### src/rtl/input_sequencer.sv
`default_nettype none
// +----------------------------------------------------------------------------+
// | Module  : input_sequencer                                                  |
// | Brief   : Latches a thickness triple, sweeps wavelength index 1..N_WL      |
// |           through the phase stage and streams the captured phases out.     |
// |           Optional macro SEQ_SWEEP_CNT_EN enables the sweep counter.       |
// | Revision: 1.0                                                              |
// +----------------------------------------------------------------------------+
module input_sequencer #(
    parameter int PD   = 12,
    parameter int P    = 22,
    parameter int N_WL = 6
) (
    input  logic              clk,
    input  logic              rst_n,
    input  logic              in_valid,
    output logic              in_ready,
    input  logic [PD+P-1:0]   in_d0,
    input  logic [PD+P-1:0]   in_d1,
    input  logic [PD+P-1:0]   in_d2,
    output logic [2:0]        cntr,
    output logic [PD+P-1:0]   d0,
    output logic [PD+P-1:0]   d1,
    output logic [PD+P-1:0]   d2,
    input  logic [8+P-1:0]    p0,
    input  logic [8+P-1:0]    p1,
    input  logic [8+P-1:0]    p2,
    input  logic [8+P-1:0]    p3,
    output logic              out_valid,
    input  logic              out_ready,
    output logic [2:0]        out_wl,
    output logic              out_last,
    output logic [8+P-1:0]    out_p0,
    output logic [8+P-1:0]    out_p1,
    output logic [8+P-1:0]    out_p2,
    output logic [8+P-1:0]    out_p3,
    output logic [15:0]       sweep_cnt
);

    localparam int         c_DW      = PD + P;
    localparam int         c_PW      = 8 + P;
    localparam logic [2:0] c_LAST_WL = 3'(N_WL);

    typedef enum logic [0:0] {
        S_IDLE  = 1'b0,
        S_SWEEP = 1'b1
    } state_t;

    state_t            state_q, state_d;
    logic [2:0]        cntr_q, cntr_d;
    logic [c_DW-1:0]   d0_q, d0_d, d1_q, d1_d, d2_q, d2_d;
    logic              out_valid_q, out_valid_d;
    logic [2:0]        out_wl_q, out_wl_d;
    logic              out_last_q, out_last_d;
    logic [c_PW-1:0]   out_p0_q, out_p0_d, out_p1_q, out_p1_d;
    logic [c_PW-1:0]   out_p2_q, out_p2_d, out_p3_q, out_p3_d;

    logic w_capture;
    logic w_at_last;

    // A new result may enter the output register whenever it is empty or being drained.
    assign w_capture = (state_q == S_SWEEP) && (!out_valid_q || out_ready);
    assign w_at_last = (cntr_q == c_LAST_WL);

    always_comb begin
        state_d     = state_q;
        cntr_d      = cntr_q;
        d0_d        = d0_q;
        d1_d        = d1_q;
        d2_d        = d2_q;
        out_valid_d = out_valid_q;
        out_wl_d    = out_wl_q;
        out_last_d  = out_last_q;
        out_p0_d    = out_p0_q;
        out_p1_d    = out_p1_q;
        out_p2_d    = out_p2_q;
        out_p3_d    = out_p3_q;

        if (out_valid_q && out_ready) begin
            out_valid_d = 1'b0;
        end

        case (state_q)
            S_IDLE: begin
                if (in_valid) begin
                    state_d = S_SWEEP;
                    cntr_d  = 3'd1;
                    d0_d    = in_d0;
                    d1_d    = in_d1;
                    d2_d    = in_d2;
                end
            end
            S_SWEEP: begin
                if (w_capture) begin
                    out_valid_d = 1'b1;
                    out_wl_d    = cntr_q;
                    out_last_d  = w_at_last;
                    out_p0_d    = p0;
                    out_p1_d    = p1;
                    out_p2_d    = p2;
                    out_p3_d    = p3;
                    if (w_at_last) begin
                        state_d = S_IDLE;
                        cntr_d  = 3'd0;
                    end else begin
                        cntr_d  = cntr_q + 3'd1;
                    end
                end
            end
            default: begin
                state_d = S_IDLE;
                cntr_d  = 3'd0;
            end
        endcase
    end

    always_ff @(posedge clk) begin
        if (!rst_n) begin
            state_q     <= S_IDLE;
            cntr_q      <= 3'd0;
            d0_q        <= '0;
            d1_q        <= '0;
            d2_q        <= '0;
            out_valid_q <= 1'b0;
            out_wl_q    <= 3'd0;
            out_last_q  <= 1'b0;
            out_p0_q    <= '0;
            out_p1_q    <= '0;
            out_p2_q    <= '0;
            out_p3_q    <= '0;
        end else begin
            state_q     <= state_d;
            cntr_q      <= cntr_d;
            d0_q        <= d0_d;
            d1_q        <= d1_d;
            d2_q        <= d2_d;
            out_valid_q <= out_valid_d;
            out_wl_q    <= out_wl_d;
            out_last_q  <= out_last_d;
            out_p0_q    <= out_p0_d;
            out_p1_q    <= out_p1_d;
            out_p2_q    <= out_p2_d;
            out_p3_q    <= out_p3_d;
        end
    end

`ifdef SEQ_SWEEP_CNT_EN
    logic [15:0] sweep_cnt_q, sweep_cnt_d;

    always_comb begin
        sweep_cnt_d = sweep_cnt_q;
        if (w_capture && w_at_last && (sweep_cnt_q != 16'hFFFF)) begin
            sweep_cnt_d = sweep_cnt_q + 16'd1;
        end
    end

    always_ff @(posedge clk) begin
        if (!rst_n) begin
            sweep_cnt_q <= 16'h0000;
        end else begin
            sweep_cnt_q <= sweep_cnt_d;
        end
    end

    assign sweep_cnt = sweep_cnt_q;
`else
    assign sweep_cnt = 16'h0000;
`endif

    assign in_ready  = (state_q == S_IDLE);
    assign cntr      = cntr_q;
    assign d0        = d0_q;
    assign d1        = d1_q;
    assign d2        = d2_q;
    assign out_valid = out_valid_q;
    assign out_wl    = out_wl_q;
    assign out_last  = out_last_q;
    assign out_p0    = out_p0_q;
    assign out_p1    = out_p1_q;
    assign out_p2    = out_p2_q;
    assign out_p3    = out_p3_q;

endmodule
`default_nettype wire
### config.mk
export PLATFORM = sky130hd
export DESIGN_NAME = input_sequencer
export DESIGN_NICKNAME = d
export VERILOG_FILES = /design/src/rtl/input_sequencer.sv
export SDC_FILE = /design/constraint.sdc
export NUM_CORES = 1
export LEC_CHECK = 0
export CORE_AREA = 2 2 184 186
export CTS_CLUSTER_DIAMETER = 200
export DETAILED_ROUTE_END_ITERATION = 6
export DIE_AREA = 0 0 186 188
export GPL_TIMING_DRIVEN = 0
export HOLD_SLACK_MARGIN = 0.08
export PLACE_DENSITY = 0.56
export RECOVER_POWER = 25
export SLEW_MARGIN = 20
export SYNTH_ARGS = -nofsm -noshare
export SYNTH_HDL_FRONTEND = slang
export SYNTH_SLANG_ARGS = --single-unit
### constraint.sdc
create_clock -name clk -period 1.5 [get_ports clk]
set_clock_uncertainty 0.2 [all_clocks]
set_input_delay 0.15 -clock clk [delete_from_list [all_inputs] [get_ports clk]]
set_output_delay 0.15 -clock clk [all_outputs]
set_load 0.01 [all_outputs]
==> run metrics, run 1 <==
drt wl/cell=17.23 um; Synth top area share=54.59%; met1 wire length=15280 um; Clock power frac=39.3%; worst-path cell chain=inv_8 > buf_8 > buf_8 > buf_6; Slew @ Worst Pin=0.5157 ns; Initial DRC Count=352; clk root buf=clkbuf_16; IO Count=473; capturing point of the worst reg2reg path=cntr[2]; initial core utilization=25.58%; Max clock buf depth=3; Post-synth ARST share=0%; worst skew pair latency=0.52 ns; yosys warns=0; Worst slew margin=65.62%; CP max FO=7; Leak=6.667 nW; Area Growth Syn to Fin=97.79%; slowest library cell on the worst path=dfxtp_4; die width=186 um; top post-synthesis cells by area=dfxtp_1 55%, a21oi_1 13%, nand2_1 9.2%; Critical Path Start Type=flip-flop; first-pass GRT wire length=57550 um; Core ar.=0.03311 mm2; CP Capture Point=in_ready; total gr overflow=0; Final HPWL DP=26750 um; area share of fa/ha/maj cells after synthesis=0%; DRT Wirelength=38920 um; CP max stage delay=0.40 ns; failing checks=negative setup slack; TritonCTS clock tree=done; Synth Flop Type=dfxtp_1; FF-to-FF Start=out_valid; Setup CP Type=flip-flop to output pin; antenna violations before repair=1; syn avg cell area=8.045 um2; Synth Area in Compound Gates=21.28%; Filler cells=3163; fmax=598.4 MHz; vias in the first global route=10490; nets=2018; Worst IR Drop VDD=0.0007780 V; final std cells w/o fill=2259; FF+latch count, synth=231; share of layout cells above drive strength 1=20.17%; P_int=11.97 mW; Sequential Power Share=41.4%; RSZ-0062 raised after global routing=true; main combinational cell family by area after synthesis=compound AO/OA/AOI/OAI gates; metal3 WL=3237 um; site row count=67; Critical Path Start=state_q; Power Dens Cells=964.2 mW/mm2; clk sinks=231; Die ar.=0.03497 mm2; placed cells=1972; metal2 WL=19410 um; RD Place Congestion=0.8205; worst setup margin=-0.1712 ns; vias=10270; setup violators final=90; Post-Synth Simple-Gate Area=17.41%; GRT Overall Usage=20.81%; Final Hold Fails=0; status=finished with violations; Worst-path clk slew=0.06 ns; die height=188 um; DRT antenna net count=0; hold_ws=0.1002 ns; drt first pass iters=4; Max Slew Vio Count=0; cell depth of the worst flop-to-flop path=4; Hold Path Class=input port to flip-flop; DRC=0; placed instance area=0.01367 mm2; Comb power frac=19.3%; Yosys cell types=26; Design Area, Final=0.01676 mm2; Syn Std Cell Area=0.008472 mm2; cell mode on critical path=buf_8; Sw Share=25.91%; largest net degree at the start of global routing=14; multiplexer share of the synthesized area=0%; register area share after synthesis=54.59%; Synth Area in XOR/XNOR=0%; CTS HTree Levels=1; period utilization=111.4%; reg2reg setup slack=-0.11 ns; PortBufs=456; EDFF count, synth=0; commonest cells after routing, fill and taps aside=224 x a21oi_1, 224 x clkdlybuf4s50_1, 223 x dlygate4sd3_1; max-cap violations=0; Worst Path Required=1.15 ns; post-synthesis cell count=1053; Power, Total=16.16 mW; TritonCTS Buffers=28; routed vias/inst=4.547; crit path time final=1.671 ns; Max Used Layer=met4; Arrival @ worst endpoint=1.32 ns; CP Capture Type=output pin; cell accounting for the most synthesized area=dfxtp_1; Psw=4.187 mW
cells in the mapped netlist, drive strengths merged, types with 2 or more instances:
cell type	number
dfxtp	231
a21oi	227
nand2	207
o21ai	125
nand3	123
clkbuf	60
buf	59
nand2b	3
a211oi	2
inv	2
nand3b	2
nor2b	2
nor3	2
worst min-delay path by stage:
stage / startpoint / to / slack (ns) / cells past startpoint
after floorplan: rst_n / out_last / 0.07 / 1
after CTS: p1[12] / out_p1[12] / 0.1 / 3
after global routing: p1[12] / out_p1[12] / 0.11 / 3
after global placement: d1[33] / d1[33] / 0.24 / 2
final: p1[19] / out_p1[19] / 0.10 / 3
after detailed placement: d1[33] / d1[33] / 0.25 / 2
cell families after synthesis:
family,Yosys count
AO/OA/AOI/OAI,357
buffers and inverters,121
flip-flops,231
other,1
AND/OR/NAND/NOR,343
power by group through the flow:
stage	Clock [mW]	Sequential [mW]	Combinational, mW
after floorplan	0	6.95	0.827
after global placement	0	6.79	2.65
after detailed placement	0	6.80	2.65
after CTS	6.53	6.68	3.09
after global routing	6.78	6.72	3.36
final	6.35	6.68	3.12
registers in the layout (all words and copies together), names as in the netlist:
signal / cells
cntr: 3
d0: 34
d1: 34
d2: 34
out_last: 1
out_p0: 30
out_p1: 30
out_p2: 30
out_p3: 30
out_valid: 1
out_wl: 3
state_q: 1
area by class of cell:
type / count / area, um2 / share of cell area (%)
antenna: 1 / 2.502 / 0.01493
clock inverter: 4 / 20.02 / 0.1195
buffer: 118 / 903.4 / 5.391
tap: 448 / 560.5 / 3.345
inverter: 2 / 15.01 / 0.08961
clock buffer: 44 / 832.0 / 4.966
multi-input combinational: 716 / 3391 / 20.24
timing repair buffer: 695 / 6375 / 38.05
sequential: 231 / 4657 / 27.79
metal layers:
metal | vias to the layer above | track usage, %
met5 | - | 0
li1 | 5045 | -
met1 | 4791 | 22.89
met2 | 374 | 38.35
met4 | 0 | 5.603
met3 | 61 | 6.254
worst max-delay path, delay by kind of cell, from the launching register on:
family,cells,cell delay (ns)
buf+inv,4,0.38
flops,1,0.40
through the flow:
step	utilization, %	TNS (ns)	worst slack (ns)
2_1_floorplan	-	-0.02189	-0.02189
3_3_place_gp	41.27	-173.54	-0.9363
3_5_place_dp	41.27	-176.99	-0.9627
4_1_cts	51.40	-2.333	-0.2391
5_1_grt	50.60	-16.74	-0.2203
6_report	50.60	-1.441	-0.1712
what timing repair did:
item,in CTS,in global routing
pin swaps,2,52
setup endpoints to repair,459,345
hold endpoints to repair,222,0
cloned,0,6
gates resized for setup,723,298
setup buffers,3,8
hold buffers,222,0
No activity file was read; power rests on OpenSTA's default activity.
==> inputs of run 2 (changes only) <==
Settings changed: ABC_AREA set to 1, CORE_AREA 2 2 184 186 to 2 2 182 184, DIE_AREA 0 0 186 188 to 0 0 184 186, PLACE_DENSITY 0.56 to 0.55.
==> run 2 against run 1 <==
The run now ends clean. Setup slack improved by 0.21 ns. Non-clock buffer count fell by 46. Utilization fell by 1.5 points. Register-to-register slack improved by 0.17 ns. Global-route usage fell by 1.5 points. Hold slack got worse by 0.012 ns. Area after synthesis fell by 4.9%. Critical path depth fell by 3. Critical path type unchanged.
==> run metrics, run 2 <==
Worst Path Required=1.15 ns (about the same); largest net degree at the start of global routing=14 (unchanged); DP Worst Slack=-0.7839 ns (+0.1788 ns); TritonCTS clock tree=done; Power Dens Cells=1072 mW/mm2 (+11%); vias in the first global route=9405 (-10%); fin util=49.09% (-1.5 points); Power, Total=16.95 mW (+4.9%); syn avg cell area=7.795 um2 (-3.1%); FF/Latch Area=0.004656 mm2 (about the same); Critical Path Start Type=flip-flop; drt wl/cell=15.78 um (-8.4%); hold_ws=0.08826 ns (-0.01191 ns); GRT Overall Usage=19.36% (-1.5 points); TritonCTS Buffers=27 (-3.6%); PortBufs=455 (-0.22%); Worst IR Drop VDD=0.0007150 V (-8.1%); Setup CP Type=flip-flop to output pin; CP max FO=2 (-5); initial core utilization=25.00% (-0.58 points); Final Hold Fails=0 (unchanged); setup violators final=0 (-100%); vias=9333 (-9.1%); register area share after synthesis=57.43% (+2.8 points); EDFF count, synth=0 (unchanged); worst setup margin=0.03745 ns (+0.2087 ns); Max Slew Vio Count=0 (unchanged); clk root buf=clkbuf_16; CP Capture Type=output pin; Synth Flop Type=dfxtp_1; setup tns final=0 ns (+1.441 ns); worst-path cell chain=clkdlybuf4s15_2; routed vias/inst=4.277 (-5.9%); CP max stage delay=0.34 ns (-0.06 ns); Design Area, Final=0.01581 mm2 (-5.6%); Initial DRC Count=291 (-17%); Arrival @ worst endpoint=1.11 ns (-0.21 ns); Synth top area share=57.43% (+2.8 points); Max clock buf depth=3 (unchanged); RSZ-0062 raised after global routing=true; period utilization=97.50% (-14 points); commonest cells after routing, fill and taps aside=449 x nor2_1, 224 x clkdlybuf4s50_1, 217 x dlygate4sd3_1; Post-synth top cells=449 x nor2_1, 231 x dfxtp_1, 224 x o21ai_0; most common cell after layout, fill and taps aside=nor2_1; Area Growth Syn to Fin=96.33%; status=finished, final reports clean; nets=1980 (-1.9%); Yosys cell types=17 (-35%); DRT Wirelength=34430 um (-12%); RD Place Congestion=0.7964 (-2.9%); fmax=683.7 MHz (+14%); Post-synth ARST share=0% (unchanged); Worst slew margin=58.35% (-7.3 points); top post-synthesis cells by area=dfxtp_1 57%, nor2_1 21%, o21ai_0 14%; Core ar.=0.03221 mm2 (-2.7%); first-pass GRT wire length=52010 um (-9.6%); Worst Path Buf+Inv=1 (-3); CTS HTree Levels=1 (unchanged); total gr overflow=0 (unchanged); Final HPWL DP=24910 um (-6.9%); Die ar.=0.03422 mm2 (-2.1%); Filler cells=3150 (-0.41%); FF+latch count, synth=231 (unchanged); cell accounting for the most synthesized area=dfxtp_1; critical path's top delay family=flip-flops; Antenna Cells=0 (-1); final std cells w/o fill=2182 (-3.4%); Worst-path clk slew=0.06 ns (about the same); Slew @ Worst Pin=0.6248 ns (+0.1091 ns); DRC=0 (unchanged); Hold Path Class=input port to flip-flop; die height=186 um (-1.1%); drt first pass iters=4 (unchanged); DRT antenna net count=0 (unchanged); slowest library cell on the worst path=dfxtp_1; site row count=66 (-1.5%); antenna violations before repair=0 (-1); placed instance area=0.01317 mm2 (-3.6%); worst skew pair latency=0.53 ns (about the same); placed cells=1911 (-3.1%); die width=184 um (-1.1%); Leak=6.806 nW (+2.1%); share of layout cells above drive strength 1=19.95% (-0.21 points); clk sinks=231 (unchanged); IO Count=473 (unchanged); crit path time final=1.463 ns (-0.2087 ns); max-cap violations=0 (unchanged); most common cell in the netlist=nor2_1; post-synthesis cell count=1033 (-1.9%); Syn Std Cell Area=0.008053 mm2 (-4.9%); footprint of the multi-input gates=0.003095 mm2 (-8.7%); yosys warns=0 (unchanged)
## run 2: final timing paths
path | startpoint | end | slack, ns | cells after the start
hold / removal | rst_n | out_p3[10] | 0.09 | 4
setup reg to reg | state_q | d1[2] | 0.06 | 6
hold reg to reg | out_wl[0] | out_wl[0] | 0.26 | 2
setup / recovery | out_p3[14] | out_p3[14] | 0.04 | 1
## run 2: kinds of logic after synthesis
group / Yosys count / share of synthesized area, %
and+or+nand+nor: 470 / 22.11
DFF: 231 / 57.43
buffers and inverters: 99 / 5.858
AOI/OAI and AO/OA: 232 / 14.56
other: 1 / 0.04657
## run 2: power breakdown
group	leakage (nW)	switching, mW	internal [mW]	total (mW)
registers	1.92	0.283	6.69	6.97
logic	4.46	1.69	1.90	3.59
clock network	0.425	2.58	3.81	6.39
## run 2: what timing repair did
item | CTS | global route
endpoints found under the hold margin | 216 | 0
hold buffers | 217 | 0
endpoints found under the setup margin | 459 | 361
setup buffers | 4 | 1
gates resized for setup | 697 | 265
pin swaps | 1 | 0
## run 2: cell type report
cell class	count	area share, %
clock inverters	2	0.08705
clock buffers	47	5.381
repair buffers	677	38.08
plain buffers	90	3.949
inverters	9	0.2453
well taps	408	3.229
multi-input cells	718	19.58
flip-flops and latches	231	29.45
## run 2: per-layer routing
layer,vias to the layer above,global-route usage [%],routed length (um)
met1,4211,21.04,13460
met5,-,0,0
met2,352,35.59,16990
met4,0,5.376,795
li1,4723,-,-
met3,47,6.711,3189
==> inputs of run 3 (changes only) <==
Settings changed: GPL_ROUTABILITY_DRIVEN set to 1, RECOVER_POWER 25 to not set.
Clock period 1.5 ns to 1.2 ns, I/O delays scaled along.
==> run 3 against run 2 <==
Critical endpoint is now out_p1[26]. Wire length up 8.7%. Final area rose by 16%. Sequential power up 29%. Setup slack got worse by 0.30 ns. First-iteration DRC count grew 11%. Highest routed layer unchanged. Via count grew 3.7%. Non-clock buffer count rose by 25. Total power is 40% higher. The flow now finishes with violations (negative setup slack). Utilization grew 7.9 points. Global-route usage up 0.71 points. Cell count increased by 1.3%.
==> run metrics, run 3 (synthesis gave the netlist of run 2 again) <==
status=finished with violations; failing checks=negative setup slack; DRT Wirelength=37440 um (+8.7%); Leak=7.716 nW (+13%); IO Count=473 (unchanged); footprint of the multi-input gates=0.003538 mm2 (+14%); setup violators final=460 (+460); Power, Total=23.79 mW (+40%); GRT Overall Usage=20.07% (+0.71 points); drt wl/cell=16.93 um (+7.3%); hold path depth=4 (unchanged); PortBufs=455 (unchanged); initial core utilization=25.00% (unchanged); Setup CP Type=flip-flop to flip-flop; worst skew pair latency=0.52 ns (about the same); share of layout cells above drive strength 1=39.89% (+20 points); Initial DRC Count=324 (+11%); Comb power frac=24.6% (+3.4 points); P_int=17.54 mW (+42%); commonest cells after routing, fill and taps aside=410 x nor2_1, 242 x buf_6, 225 x dfxtp_2; drt first pass iters=4 (unchanged); site row count=66 (unchanged); RD Place Congestion=0.8163 (+2.5%); CTS HTree Levels=1 (unchanged); Worst-path clk slew=0.06 ns (about the same); routed vias/inst=4.377 (+2.3%); FF/Latch Area=0.004925 mm2 (+5.8%); hold endpoint=d0[12]; clk root buf=clkbuf_16; CP Capture Type=flip-flop; fin util=57.01% (+7.9 points); TritonCTS Buffers=27 (unchanged); first-pass GRT wire length=53650 um (+3.1%); GRT met2 Usage=36.29% (+0.69 points); Clock power frac=37.5% (-0.2 points); reg2reg setup slack=-0.26 ns (-0.32 ns); met3 Use GR=4.598% (-2.1 points); total gr overflow=0 (unchanged); Worst IR Drop VDD=0.001242 V (+74%); Hold Path Class=input port to flip-flop; DRT antenna net count=0 (unchanged); die height=186 um (unchanged); Max clock buf depth=3 (unchanged); Area Growth Syn to Fin=128.0%; vias=9678 (+3.7%); Final Hold Fails=0 (unchanged); clk sinks=231 (unchanged); most common cell after layout, fill and taps aside=nor2_1; placed cells=1911 (unchanged); Worst slew margin=48.41% (-9.9 points); Max Slew Vio Count=0 (unchanged); DRC=0 (unchanged); Slew @ Worst Pin=0.7739 ns (+0.1491 ns); capturing point of the worst reg2reg path=out_p1[26]; setup tns final=-57.38 ns (-57.38 ns); nets=2006 (+1.3%); worst setup margin=-0.2632 ns (-0.3006 ns); fmax=683.4 MHz; largest net degree at the start of global routing=13 (-1); Die ar.=0.03422 mm2 (unchanged); cell depth of the worst flop-to-flop path=6 (unchanged); Worst Path Required=1.41 ns (+0.26 ns); Sw Share=26.25% (-0.62 points); DP Worst Slack=-0.8714 ns (-0.08754 ns); RSZ-0062 raised after global routing=true; FF-to-FF Start=state_q; Final HPWL DP=24810 um (-0.38%); TritonCTS clock tree=done; CP max FO=5 (+3); Filler cells=2721 (-14%); final std cells w/o fill=2211 (+1.3%); busiest layer in global routing=met2; vias in the first global route=9867 (+4.9%); period utilization=121.9%; Sequential Power Share=37.9% (-3.2 points); crit path time final=1.463 ns; Arrival @ worst endpoint=1.67 ns (+0.56 ns); max-cap violations=0 (unchanged); die width=184 um (unchanged); antenna violations before repair=2 (+2); Core ar.=0.03221 mm2 (unchanged); met1 Resource Use GR=22.69% (+1.6 points); Power Dens Cells=1296 mW/mm2 (+21%); Psw=6.246 mW (+37%); HP Start=rst_n; Critical Path Start Type=flip-flop
==> run 3: worst max path at each step <==
stage	endpoint	start
floorplan	d1[14]	state_q
global placement	d0[7]	rst_n
detailed placement	d0[7]	rst_n
CTS	out_p0[3]	state_q
global route	out_p1[26]	rst_n
finish	out_p1[26]	state_q
==> run 3: layout make-up <==
type | count | area share, %
repair buffers | 702 | 40.65
flip-flops and latches | 231 | 26.82
multi-input cells | 719 | 19.27
plain buffers | 90 | 4.899
clock buffers | 38 | 4.293
well taps | 408 | 2.780
clock inverters | 11 | 0.9813
inverters | 9 | 0.2658
diodes | 3 | 0.04089
==> run 3: metal layers <==
| metal | up-vias | wire (um) |
|---|---|---|
| met5 | - | 0 |
| met2 | 360 | 18790 |
| met1 | 4440 | 14550 |
| li1 | 4787 | - |
| met3 | 91 | 2494 |
| met4 | 0 | 1601 |
==> run 3: what timing repair did <==
| action | CTS | global route |
|---|---|---|
| endpoints found under the setup margin | 461 | 461 |
| endpoints found under the hold margin | 227 | 0 |
| buffers inserted | 14 | 2 |
| cloned | 5 | 8 |
| pin swaps | 14 | 40 |
| hold buffers | 220 | 0 |
| gates resized for setup | 1626 | 148 |
==> run 3: power by group through the flow <==
stage               Clock (mW)  Sequential, mW  Combinational [mW]
global route              9.50            9.08                6.29
detailed placement           0            8.86                4.31
global placement             0            8.84                4.29
floorplan                    0            9.16                1.41
finish                    8.93            9.01                5.86
CTS                       9.15            8.97                5.49
==> run 3: critical path, stage by stage, from the launching register on <==
cell and delay [ns]:
dfxtp_4 0.38, buf_6 0.14, nand2_8 0.08, buf_12 0.16
clkbuf_16 0.16, o21ai_1 0.14, nor2_1 0.07
==> run 3: stage by stage <==
stage,hold slack [ns],instance area (um2)
2_1_floorplan,0.06564,8280
3_3_place_gp,0.2532,13350
3_5_place_dp,0.2557,13350
4_1_cts,0.03445,17800
5_1_grt,0.08639,18360
6_report,0.06542,18360
==> edit (settings of run 2) <==
`d1_q` no longer has a reset.
--- a/src/rtl/input_sequencer.sv
+++ b/src/rtl/input_sequencer.sv
@@ -119,7 +119,6 @@
             state_q     <= S_IDLE;
             cntr_q      <= 3'd0;
             d0_q        <= '0;
-            d1_q        <= '0;
             d2_q        <= '0;
             out_valid_q <= 1'b0;
             out_wl_q    <= 3'd0;
@@ -132,7 +131,6 @@
             state_q     <= state_d;
             cntr_q      <= cntr_d;
             d0_q        <= d0_d;
-            d1_q        <= d1_d;
             d2_q        <= d2_d;
             out_valid_q <= out_valid_d;
             out_wl_q    <= out_wl_d;
@@ -142,6 +140,10 @@
             out_p2_q    <= out_p2_d;
             out_p3_q    <= out_p3_d;
         end
+    end
+
+    always_ff @(posedge clk) begin
+        d1_q <= d1_d;
     end
 
 `ifdef SEQ_SWEEP_CNT_EN
Function: changed (a bounded check fails within 4 cycles, from zero or initial values and one cycle with rst_n low).
==> edit against run 2 <==
- area after synthesis decreased by 1.9%
- cell area decreased by 1.8%
- fmax fell by 0.31%
- power rose by 0.72%
- sequential cell count is the same
- global-route usage down 0.74 points
- routed wire length is 1.8% lower
- worst setup slack worse by 0.0045 ns
- critical endpoint is now out_p2[9]
- highest routed layer is now met5
==> edit: results (changes against run 2) <==
place_congestion: 0.814  # was 0.796
via_count: 8841  # was 9333
num-nets-final: 1871  # was 1980
worstSkewPairLatency_ns: 0.52
synth-adder-area-share_pct: 0  # unchanged
synth_cell_types: 18  # was 17
cts.htree.levels: 1  # unchanged
synthTopCellsByArea: "dfxtp_1 50%, nor2_1 18%, edfxtp_1 13%"  # was dfxtp_1 57%, nor2_1 21%, o21ai_0 14%
synth.area.mux_share_pct: 0  # unchanged
grt_first_pass_wirelength_mm: 49.7  # was 52.0 mm
path_clk_slew_ns: 0.06  # about the same
post-place-ws_ns: -0.964  # was -0.784 ns
synth-seq-area-share_pct: 62.8  # was 57.4%
outcome: "completed"  # unchanged
drtPass1Iterations: 5  # was 4
finalWirelength_mm: 33.8  # was 34.4 mm
synth_common_cells: "381 x nor2_1, 197 x dfxtp_1, 190 x o21ai_0"  # was 449 x nor2_1, 231 x dfxtp_1, 224 x o21ai_0
cts_buffers: 27  # unchanged
cpMaxStageDelayCell: "dfxtp_4"  # was dfxtp_1
drive_gt1_share_pct: 18.1  # was 20.0%
cp_slowest_stage_delay_ns: 0.37  # was 0.34 ns
drt_iter0_markers: 200  # was 291
synth_compound_area_share_pct: 12.7  # was 14.6%
grt_util_all_layers_pct: 18.6  # was 19.4%
synth_xor_area_share_pct: 0  # unchanged
ir_worst_vdd_mv: 0.690  # was 0.715 mV
root_buffer: "clkbuf_16"  # unchanged
async_flop_share_pct: 0  # unchanged
grt_max_degree: 23  # was 14
worstPathArrival_ns: 1.68  # was 1.11 ns
tightest_slew_ns: 0.533  # was 0.625 ns
crit_fanout: 10  # was 2
grt_pass1_vias: 9003  # was 9405
dpl_cell_area_mm2: 0.0130  # was 0.0132 mm²
hold_class: "in -> reg"  # unchanged
hpwl_mm: 24.0  # was 24.9 mm
p_leak_uw: 0.00651  # was 0.00681 µW
synth_edf_count: 34  # was 0
grt_antenna_before_repair: 2  # was 0
[edit: stage by stage]
| stage | util (%) | cells |
|---|---|---|
| global route | 48.2 | 2074 |
| finish | 48.2 | 2074 |
| CTS | 50.7 | 2071 |
| global placement | 40.5 | 1797 |
| floorplan | - | 934 |
| detailed placement | 40.5 | 1797 |
[edit: cell type report]
type | instances | area (µm²)
Multi-Input combinational cell | 616 | 2660
Buffer | 78 | 561
Clock buffer | 38 | 790
Antenna cell | 1 | 2.50
Tap cell | 408 | 510
Inverter | 9 | 46.3
Fill cell | 3141 | 16700
Timing Repair Buffer | 682 | 5850
Clock inverter | 11 | 109
Sequential cell | 231 | 4980
[edit: path summary, 6_finish.rpt]
| check | start | endpoint | slack [ns] | cells after the start |
|---|---|---|---|---|
| worst max-delay path | state_q | out_p2[9] | 0.03 | 5 |
| worst min-delay path | in_d2[22] | d2[22] | 0.09 | 3 |
| worst max register to register | state_q | out_p2[9] | 0.03 | 5 |
| worst min register to register | out_wl[0] | out_wl[0] | 0.27 | 2 |
[edit: tightest hold or removal path, delay by kind of cell]
kind                   cells  cell delay [ns]
AO/OA/AOI/OAI              1             0.09
buffers and inverters      1             0.46
AND/OR/NAND/NOR            1             0.09
[edit: routing by layer]
layer,wire length (µm),global-route usage (%),part of all wire [%]
met1,13000,19.9,38
met3,2870,5.69,8.5
met2,17100,35.1,51
met4,841,5.50,2.5
met5,13,0,0.038
[edit: repair_timing]
action | 4_1_cts | 5_1_grt
setup buffers | 7 | 0
hold buffers | 217 | 2
pin swaps | 1 | 0
endpoints found under the hold margin | 216 | 2
gates cloned | 1 | 0
resized for setup | 728 | 218
endpoints found under the setup margin | 461 | 261
[edit: power by group]
part	switching, µW	internal, µW	leakage [µW]
registers	248	6820	0.00196
logic	1610	1750	0.00410
clock network	2650	4000	0.000450
